==> config.mk <==
export PLATFORM = sky130hd
export DESIGN_NAME = sdram_arbiter
export DESIGN_NICKNAME = d
export VERILOG_FILES = /design/src/rtl/arb_pkg.sv /design/src/rtl/sdram_arbiter_rr_picker.sv /design/src/rtl/sdram_arbiter.sv
export SDC_FILE = /design/constraint.sdc
export NUM_CORES = 1
export LEC_CHECK = 0
export ABC_AREA = 1
export CAP_MARGIN = 20
export CORE_AREA = 2 2 160 162
export DETAILED_ROUTE_END_ITERATION = 10
export DIE_AREA = 0 0 162 164
export PLACE_DENSITY = 0.5
export REMOVE_ABC_BUFFERS = 1
export SLEW_MARGIN = 5
export SYNTH_ARGS = -nofsm -noshare
export SYNTH_HDL_FRONTEND = slang
export SYNTH_SLANG_ARGS = --single-unit
==> constraint.sdc <==
create_clock -name clk -period 1.9 [get_ports clk]
set_input_delay 0.285 -clock clk [delete_from_list [all_inputs] [get_ports clk]]
set_output_delay 0.285 -clock clk [all_outputs]
set_load 0.1 [all_outputs]
==> src/rtl/arb_pkg.sv <==
// Shared types and constants for the SDRAM arbiter.
package arb_pkg;

    localparam int NUM_REQ_DEFAULT = 4;
    localparam logic [31:0] WORD_INVALID = 32'hFFFF_FFFF;

    // Arbiter FSM states.
    typedef enum logic [1:0] {
        IDLE    = 2'd0,
        ISSUE   = 2'd1,
        WAIT_RD = 2'd2,
        RELEASE = 2'd3
    } arb_state_e;

    // Width needed to hold an index in the range [0, n-1]; never below one bit.
    function automatic int idx_w(input int n);
        return (n > 1) ? $clog2(n) : 1;
    endfunction

endpackage

==> src/rtl/sdram_arbiter_rr_picker.sv <==
// Combinational round-robin picker: scans the request vector starting at
// ptr_i, wrapping modulo NUM_REQ, and returns the first active index.
module rr_picker
    import arb_pkg::*;
#(
    parameter int NUM_REQ = NUM_REQ_DEFAULT,
    parameter int IW      = idx_w(NUM_REQ)
) (
    input  logic [NUM_REQ-1:0] req_i,
    input  logic [IW-1:0]      ptr_i,
    output logic [IW-1:0]      grant_o,
    output logic               valid_o
);

    // First active requester at or after ptr_i, in circular order.
    always_comb begin
        int          idx;
        logic [IW-1:0] idx_v;
        logic        found;
        grant_o = '0;
        valid_o = 1'b0;
        found   = 1'b0;
        idx     = 0;
        idx_v   = '0;
        for (int k = 0; k < NUM_REQ; k++) begin
            idx   = (int'(ptr_i) + k) % NUM_REQ;
            idx_v = IW'(idx);
            if (!found && req_i[idx_v]) begin
                found   = 1'b1;
                grant_o = idx_v;
            end
        end
        valid_o = found;
    end

endmodule

==> src/rtl/sdram_arbiter.sv <==
// Round-robin arbiter sharing one SDRAM port between NUM_REQ masters.
// One transaction is outstanding at a time. Optional read watchdog is
// compiled in with the ARB_TIMEOUT_EN macro (TIMEOUT_CYCLES sets its limit).
//
// Handshake: a requester holds read or write high until it is served. A write
// is accepted in the cycle its slave_waitrequest bit is low; a read is served
// in the cycle its slave_readdatavalid bit is high. On the SDRAM side a strobe
// is accepted in any cycle where it is high and master_waitrequest is low.
module sdram_arbiter
    import arb_pkg::*;
#(
    parameter int NUM_REQ        = NUM_REQ_DEFAULT,
    parameter int TIMEOUT_CYCLES = 1024,
    localparam int IW            = idx_w(NUM_REQ)
) (
    input  logic                  clk,
    input  logic                  rst,
    input  logic [NUM_REQ-1:0]    slave_read,
    input  logic [NUM_REQ-1:0]    slave_write,
    input  logic [NUM_REQ*32-1:0] slave_address,
    input  logic [NUM_REQ*32-1:0] slave_writedata,
    output logic [NUM_REQ-1:0]    slave_waitrequest,
    output logic [NUM_REQ-1:0]    slave_readdatavalid,
    output logic [31:0]           slave_readdata,
    input  logic                  master_waitrequest,
    output logic [31:0]           master_address,
    output logic                  master_read,
    output logic                  master_write,
    output logic [31:0]           master_writedata,
    input  logic [31:0]           master_readdata,
    input  logic                  master_readdatavalid,
    output logic                  timeout_err,
    output arb_state_e            dbg_state_o,
    output logic [IW-1:0]         dbg_ptr_o,
    output logic [IW-1:0]         dbg_grant_o
);

    arb_state_e    state_q, state_d;
    logic [IW-1:0] ptr_q, ptr_d;
    logic [IW-1:0] g_q, g_d;
    logic [IW-1:0] pick;
    logic          pick_valid;
    logic          rdv_eff;

`ifdef ARB_TIMEOUT_EN
    localparam int CW = idx_w(TIMEOUT_CYCLES);
    logic [CW-1:0] cnt_q, cnt_d;
    logic          drop_q, drop_d;
    logic          terr_q, terr_d;
`endif

    rr_picker #(
        .NUM_REQ (NUM_REQ),
        .IW      (IW)
    ) u_picker (
        .req_i   (slave_read | slave_write),
        .ptr_i   (ptr_q),
        .grant_o (pick),
        .valid_o (pick_valid)
    );

    // Next-state and output decode; every output parks at its idle value first.
    always_comb begin
        state_d             = state_q;
        ptr_d               = ptr_q;
        g_d                 = g_q;
        slave_waitrequest   = '1;
        slave_readdatavalid = '0;
        slave_readdata      = master_readdata;
        master_address      = WORD_INVALID;
        master_writedata    = WORD_INVALID;
        master_read         = 1'b0;
        master_write        = 1'b0;
`ifdef ARB_TIMEOUT_EN
        cnt_d  = cnt_q;
        drop_d = drop_q;
        terr_d = terr_q;
        // A response owed to a timed-out read is swallowed wherever it lands.
        if (master_readdatavalid && drop_q) begin
            drop_d = 1'b0;
        end
        rdv_eff = master_readdatavalid && !drop_q;
`else
        rdv_eff = master_readdatavalid;
`endif
        case (state_q)
            IDLE: begin
                if (pick_valid) begin
                    g_d     = pick;
                    state_d = ISSUE;
                end
            end
            ISSUE: begin
                master_address   = slave_address[int'(g_q)*32 +: 32];
                master_writedata = slave_writedata[int'(g_q)*32 +: 32];
                master_write     = slave_write[g_q];
                master_read      = slave_read[g_q] & ~slave_write[g_q];
                if (!slave_read[g_q] && !slave_write[g_q]) begin
                    // Requester gave up before being served.
                    state_d = RELEASE;
                end else if (!master_waitrequest) begin
                    if (slave_write[g_q]) begin
                        slave_waitrequest[g_q] = 1'b0;
                        state_d                = RELEASE;
                    end else begin
`ifdef ARB_TIMEOUT_EN
                        cnt_d = '0;
`endif
                        state_d = WAIT_RD;
                    end
                end
            end
            WAIT_RD: begin
                if (rdv_eff) begin
                    slave_readdatavalid[g_q] = 1'b1;
                    state_d                  = RELEASE;
                end
`ifdef ARB_TIMEOUT_EN
                else if (cnt_q == CW'(TIMEOUT_CYCLES - 1)) begin
                    slave_readdatavalid[g_q] = 1'b1;
                    slave_readdata           = WORD_INVALID;
                    terr_d                   = 1'b1;
                    drop_d                   = 1'b1;
                    state_d                  = RELEASE;
                end else begin
                    cnt_d = cnt_q + CW'(1);
                end
`endif
            end
            RELEASE: begin
                ptr_d   = (g_q == IW'(NUM_REQ - 1)) ? '0 : g_q + IW'(1);
                state_d = IDLE;
            end
            default: begin
                state_d = IDLE;
            end
        endcase
    end

    // State registers with synchronous reset that aborts any transaction.
    always_ff @(posedge clk) begin
        if (rst) begin
            state_q <= IDLE;
            ptr_q   <= '0;
            g_q     <= '0;
`ifdef ARB_TIMEOUT_EN
            cnt_q   <= '0;
            drop_q  <= 1'b0;
            terr_q  <= 1'b0;
`endif
        end else begin
            state_q <= state_d;
            ptr_q   <= ptr_d;
            g_q     <= g_d;
`ifdef ARB_TIMEOUT_EN
            cnt_q   <= cnt_d;
            drop_q  <= drop_d;
            terr_q  <= terr_d;
`endif
        end
    end

`ifdef ARB_TIMEOUT_EN
    assign timeout_err = terr_q;
`else
    logic unused_timeout;
    assign unused_timeout = ^TIMEOUT_CYCLES;
    assign timeout_err    = 1'b0;
`endif

    assign dbg_state_o = state_q;
    assign dbg_ptr_o   = ptr_q;
    assign dbg_grant_o = g_q;

endmodule

==> flow_summary_export.csv, run 1 <==
group,metric,value,unit
floorplanning,start_util,12.6,%
finish,insertedDiodeCount,0,
place,hpwl,18200,um
worst_setup_path,startpoint_type,"flop",
timing,max_freq,497,MHz
synth,synth-seq-cells,6,
drt,ant_nets,0,
clocking,root_buffer,"clkbuf_16",
synth,synth_area_leaders,"nor2_1, o311ai_0, o21ai_0, buf_4, nand2_1",
grt,grt_max_degree,64,
floorplanning,rows,58,
finish,final_nets,1316,
power,power.density,1750,nW/um^2
timing,layout_setup_ws,-112,ps
min_path,hold_class,"in -> out",
clocking,htree_levels,1,
drt,drc,0,
grt,grt_util_all_layers,17.8,%
drt,via_per_inst,4.45,
power,p_leak,3.90,nW
grt,grt_overflow_total,0,
status,violations,"setup timing",
timing,post-route-period-util,106,%
timing,skew,3.28,ps
timing,rsz0062_at_grt,"yes",
worst_setup_path,cp_max_fo,7,
timing,setup_viol_count_final,56,
synth,synth-seq-area-share,3.83,%
drt,post_drt_wl_per_cell,19.9,um
clocking,cts.sinks,6,
run,maxCapViolations,0,
synth,postSynthAreaPerCell,5.10,um^2
floorplanning,core-area,24800,um^2
synth,synthCells,615,
worst_setup_path,cp_data_arrival_time,1730,ps
drt,first_pass_iters,6,
worst_setup_path,crit_path_end_kind,"primary output",
synth,synthTopCellsByCount,"nor2_1, o21ai_0, nand2_1, o311ai_0, buf_4",
finish,fin_area,9750,um^2
synth,synth_area_leader_cell,"nor2_1",
grt,antenna_found_initial,2,
synth,synthArstFlopShare,0,%
synth,yosysWarnings,0,
drt,vias,5941,
synth,synth_top_area_share,32.7,%
synth,synth_edf_count,0,
timing,final.min_clock_period,2010,ps
clocking,cts_buffer_depth,2,
finish,drive_gt1_share,34.6,%
floorplanning,dieWidth,162,um
synth,synth_flop_cell,"dfxtp_1",
status,status,"finished with violations",
worst_setup_path,r2r_slack,110,ps
timing,slew_viol_final,0,
clocking,clk_pin_slew,40,ps
drt,dr.first_iter.drc_count,290,
clocking,clock_latency,230,ps
finish,area_delta_synth_final,211,%
power,p_total,17.1,mW
grt,grt_pass1_wl,35500,um
floorplanning,dieArea,26600,um^2
grt,grt_pass1_vias,5705,
power,irDropWorstVdd,1020,uV
place,port-buffer-count,347,
place,placed_area,8220,um^2
synth,synth_area,3140,um^2
worst_setup_path,required,1620,ps
clocking,cts_buffers,3,
synth,ys_types,24,
clocking,cts_tree,"built",
floorplanning,fp.dieH,164,um
floorplanning,ios,413,
place,gp_congestion,0.800,
drt,routed_wl,26600,um
synth,synth_most_common_cell,"nor2_1",
worst_setup_path,crit_type,"reg -> out",
timing,finalHoldViolCount,0,
[where the power goes]
part	leakage (nW)	internal [mW]	switching, mW
Combinational	3.81	6.78	9.66
Sequential	0.0511	0.187	0.0908
Clock	0.0382	0.279	0.0818
[worst paths after layout]
| check | start | cells past startpoint | end |
|---|---|---|---|
| max | dbg_grant_o[0] | 7 | master_writedata[2] |
| min | master_readdata[31] | 0 | slave_readdata[31] |
| max reg2reg | dbg_grant_o[0] | 15 | dbg_state_o[0] |
| min reg2reg | dbg_ptr_o[0] | 2 | dbg_ptr_o[0] |
[sequential cells by signal (all words and copies together) (netlist names)]
name,flops
dbg_grant_o,2
dbg_state_o,2
dbg_ptr_o,2
[routing by layer]
metal  up-vias  track usage [%]  routed length (um)  part of all wire, %
li1       2850                -                   -                    -
met1      2759             22.5               11400                   43
met2       296             28.6               12100                   46
met3        32             6.46                2480                  9.3
met4         4             3.82                 460                  1.7
met5         -             3.98                 140                 0.53
[cells in the final DEF, fill, tap and decap left out, types with 11 or more instances in the layout]
master	count
o311ai_2	19
nand3_1	17
clkbuf_16	18
clkdlybuf4s50_1	267
o21ai_0	22
buf_12	87
nand2_1	48
buf_4	74
o21ai_2	13
nor2_2	50
o21ai_1	31
buf_6	13
nor2_1	214
nand2_2	11
o311ai_1	35
[final cells by class]
cell class	count	area, um^2
Clock buffer	4	78.8
Fill cell	2514	15100
Inverter	15	80.1
Multi-Input combinational cell	511	3200
Sequential cell	6	129
Tap cell	330	413
Timing Repair Buffer	470	5850
[what timing repair did]
item                                    in CTS  in global routing
buffers inserted                            15                 14
resized for setup                          147                165
endpoints found under the hold margin        0                  0
hold buffers                                 0                  0
endpoints found under the setup margin      74                 75
pin swaps                                   17                 53
cloned                                       9                  8
[critical path: stages, from the launching register on]
cell	delay, ps
dfxtp_4	370
buf_6	140
clkbuf_16	160
clkbuf_16	160
buf_12	120
o21ai_4	170
o311ai_4	130
clkbuf_16	220
[per-stage QoR]
step	util [%]	hold WS [ps]	std cells	setup TNS, ps	setup WS, ps
finish	39.3	570	1336	-1530	-112
floorplan	-	354	532	-367850	-4960
CTS	36.3	571	1332	-4250	-128
global route	39.3	571	1336	-6160	-148
detailed placement	33.1	571	1305	-174	-101
global placement	33.1	571	1305	-125	-69.3
[kinds of logic after synthesis]
kind of cell / after synthesis / synth area share [%]
and+or+nand+nor: 361 / 44.7
other: 1 / 0.120
adders and majority gates: 9 / 3.59
buffers and inverters: 98 / 17.6
DFF: 6 / 3.83
AOI/OAI and AO/OA: 140 / 30.2
Note: power is estimated with default switching activity, not from simulation.
==> run 2, diff against run 1 <==
- CORE_AREA: 2 2 160 162 -> 2 2 162 164
- DIE_AREA: 0 0 162 164 -> 0 0 164 166
- PLACE_DENSITY: 0.5 -> not set
- PLACE_DENSITY_LB_ADDON: not set -> 0.12
- SLEW_MARGIN: 5 -> 20
- clock period: 1.9 -> 1.8 ns (I/O delays scaled with it)
==> flow_summary_export.csv, run 2 (synthesis results as in run 1) <==
group,metric,value,unit
power,power.density,1830,nW/um^2
grt,grt_overflow_total,0,
worst_setup_path,startpoint_type,"flop",
worst_setup_path,crit_path_end_kind,"primary output",
drt,first_pass_iters,4,
grt,antenna_found_initial,4,
power,p_sw,10.7,mW
power,irDropWorstVdd,1020,uV
worst_setup_path,reg2reg_depth,14,
grt,grt_util_met2,30.9,%
timing,max_freq,502,MHz
finish,area_delta_synth_final,224,%
grt,met1_usage,22.7,%
finish,multi_input_area,3480,um^2
worst_setup_path,critPathLaunch,"dbg_grant_o[0]",
place,gp_congestion,0.808,
drt,post_drt_wl_per_cell,20.0,um
finish,layout_common_cells,"clkdlybuf4s50_1, nor2_1, buf_12",
finish,final_common_cell,"clkdlybuf4s50_1",
floorplanning,core-area,25600,um^2
min_path,hold_path.startpoint,"master_readdata[9]",
power,internal_power,7.90,mW
power,clkPwrFrac,2.1,%
grt,grt_most_used_layer,"met2",
floorplanning,dieWidth,164,um
floorplanning,fp.dieH,166,um
worst_setup_path,rr_startpoint,"dbg_grant_o[0]",
clocking,cts_buffers,3,
status,violations,"setup timing",
power,p_comb_share,96.4,%
clocking,hold_buffers,0,
grt,grt_pass1_vias,5858,
timing,final.min_clock_period,1990,ps
worst_setup_path,cp_data_arrival_time,1720,ps
place,hpwl,19700,um
timing,finalHoldViolCount,0,
clocking,cts.sinks,6,
place,port-buffer-count,347,
power,p_total,18.6,mW
floorplanning,start_util,12.2,%
worst_setup_path,r2r_end,"dbg_state_o[0]",
min_path,hold_class,"in -> out",
min_path,worstHoldPathCells,0,
clocking,clock_latency,230,ps
clocking,root_buffer,"clkbuf_16",
power,swShare,57.5,%
drt,vias,5839,
floorplanning,dieArea,27200,um^2
timing,post-route-period-util,111,%
floorplanning,ios,413,
drt,routed_wl,27200,um
timing,setup_viol_count_final,72,
timing,slew_viol_final,0,
finish,drive_gt1_share,39.1,%
floorplanning,rows,59,
worst_setup_path,required,1530,ps
drt,dr.first_iter.drc_count,236,
timing,layout_setup_ws,-193,ps
drt,ant_nets,0,
finish,final_nets,1328,
min_path,min_to,"slave_readdata[9]",
clocking,cts_buffer_depth,2,
clocking,cts_tree,"built",
place,dp_cells,1327,
finish,final_cells,1357,
worst_setup_path,crit_type,"reg -> out",
grt,grt_pass1_wl,37400,um
grt,grt_util_all_layers,18.3,%
worst_setup_path,cp_max_fo,6,
clocking,htree_levels,1,
timing,rsz0062_at_grt,"yes",
place,post-place-ws,-177,ps
timing,skew,1.60,ps
grt,grt_max_degree,36,
worst_setup_path,r2r_slack,40,ps
drt,via_per_inst,4.30,
power,p_leak,4.00,nW
run,maxCapViolations,0,
power,power.share.sequential,1.5,%
status,status,"finished with violations",
place,placed_area,8380,um^2
finish,regArea,128,um^2
grt,gr-usage-met3,6.67,%
clocking,clk_pin_slew,40,ps
drt,drc,0,
finish,fillCellCount,2612,
finish,fin_area,10200,um^2
finish,utilization,39.6,%
[run 2: cell count changes in the layout (fill, tap and decap cells not counted), moves of 3 or more]
cell,change
nor2_4,+15
o21ai_0,-7
nor2_2,+11
nor2_1,-26
buf_12,+3
o21ai_1,+3
buf_6,+6
nand2_2,-5
diode_2,+4
nand2_4,+7
o311ai_2,+7
o311ai_1,-8
buf_8,+4
bufbuf_16,-3
[run 2: area by class of cell]
class                           instances  area share [%]
Multi-Input combinational cell        511            34.3
Antenna cell                            4          0.0986
Inverter                               15           0.702
Sequential cell                         6            1.26
Timing Repair Buffer                  482            58.7
Tap cell                              335            4.13
Clock buffer                            4           0.776
[run 2: worst max path at each step]
stage / slack [ps] / end
after CTS: -200 / master_writedata[16]
after global placement: -240 / master_writedata[6]
after global routing: -260 / master_writedata[13]
after detailed placement: -180 / master_writedata[6]
after floorplan: -5040 / master_address[0]
final: -190 / slave_waitrequest[2]
[run 2: through the flow]
| stage | hold WS (ps) | TNS, ps |
|---|---|---|
| finish | 540 | -8590 |
| global route | 541 | -13600 |
| CTS | 541 | -8520 |
| detailed placement | 541 | -1290 |
| global placement | 541 | -1300 |
| floorplan | 339 | -374910 |
[run 2: critical path, cell delays in order (launching register included)]
cell	delay, ps
dfxtp_4	370
inv_8	90
buf_6	120
buf_12	130
nand2_4	40
nand3_2	80
nand2_4	70
nor3_4	190
buf_6	160
nand2_4	60
buf_12	160
[run 2: per-layer routing]
metal | share of wire, % | routed length, um | up-vias
met5 | 0 | 0 | -
met4 | 0.32 | 87 | 0
met3 | 9.4 | 2560 | 10
met2 | 48 | 13100 | 241
met1 | 42 | 11500 | 2716
li1 | - | - | 2872
[run 2: power groups by stage]
stage	combinational (mW)	sequential (mW)	clock (mW)
floorplan	6.61	0.839	0
global placement	14.6	0.252	0
detailed placement	14.5	0.254	0
CTS	16.4	0.274	0.395
global route	18.7	0.283	0.404
finish	17.9	0.274	0.388
[run 2: repair_timing]
item	4_1_cts	5_1_grt
gates resized for setup	205	201
pin swaps	23	75
setup buffers	13	13
setup endpoints to repair	74	76
gates cloned	8	5
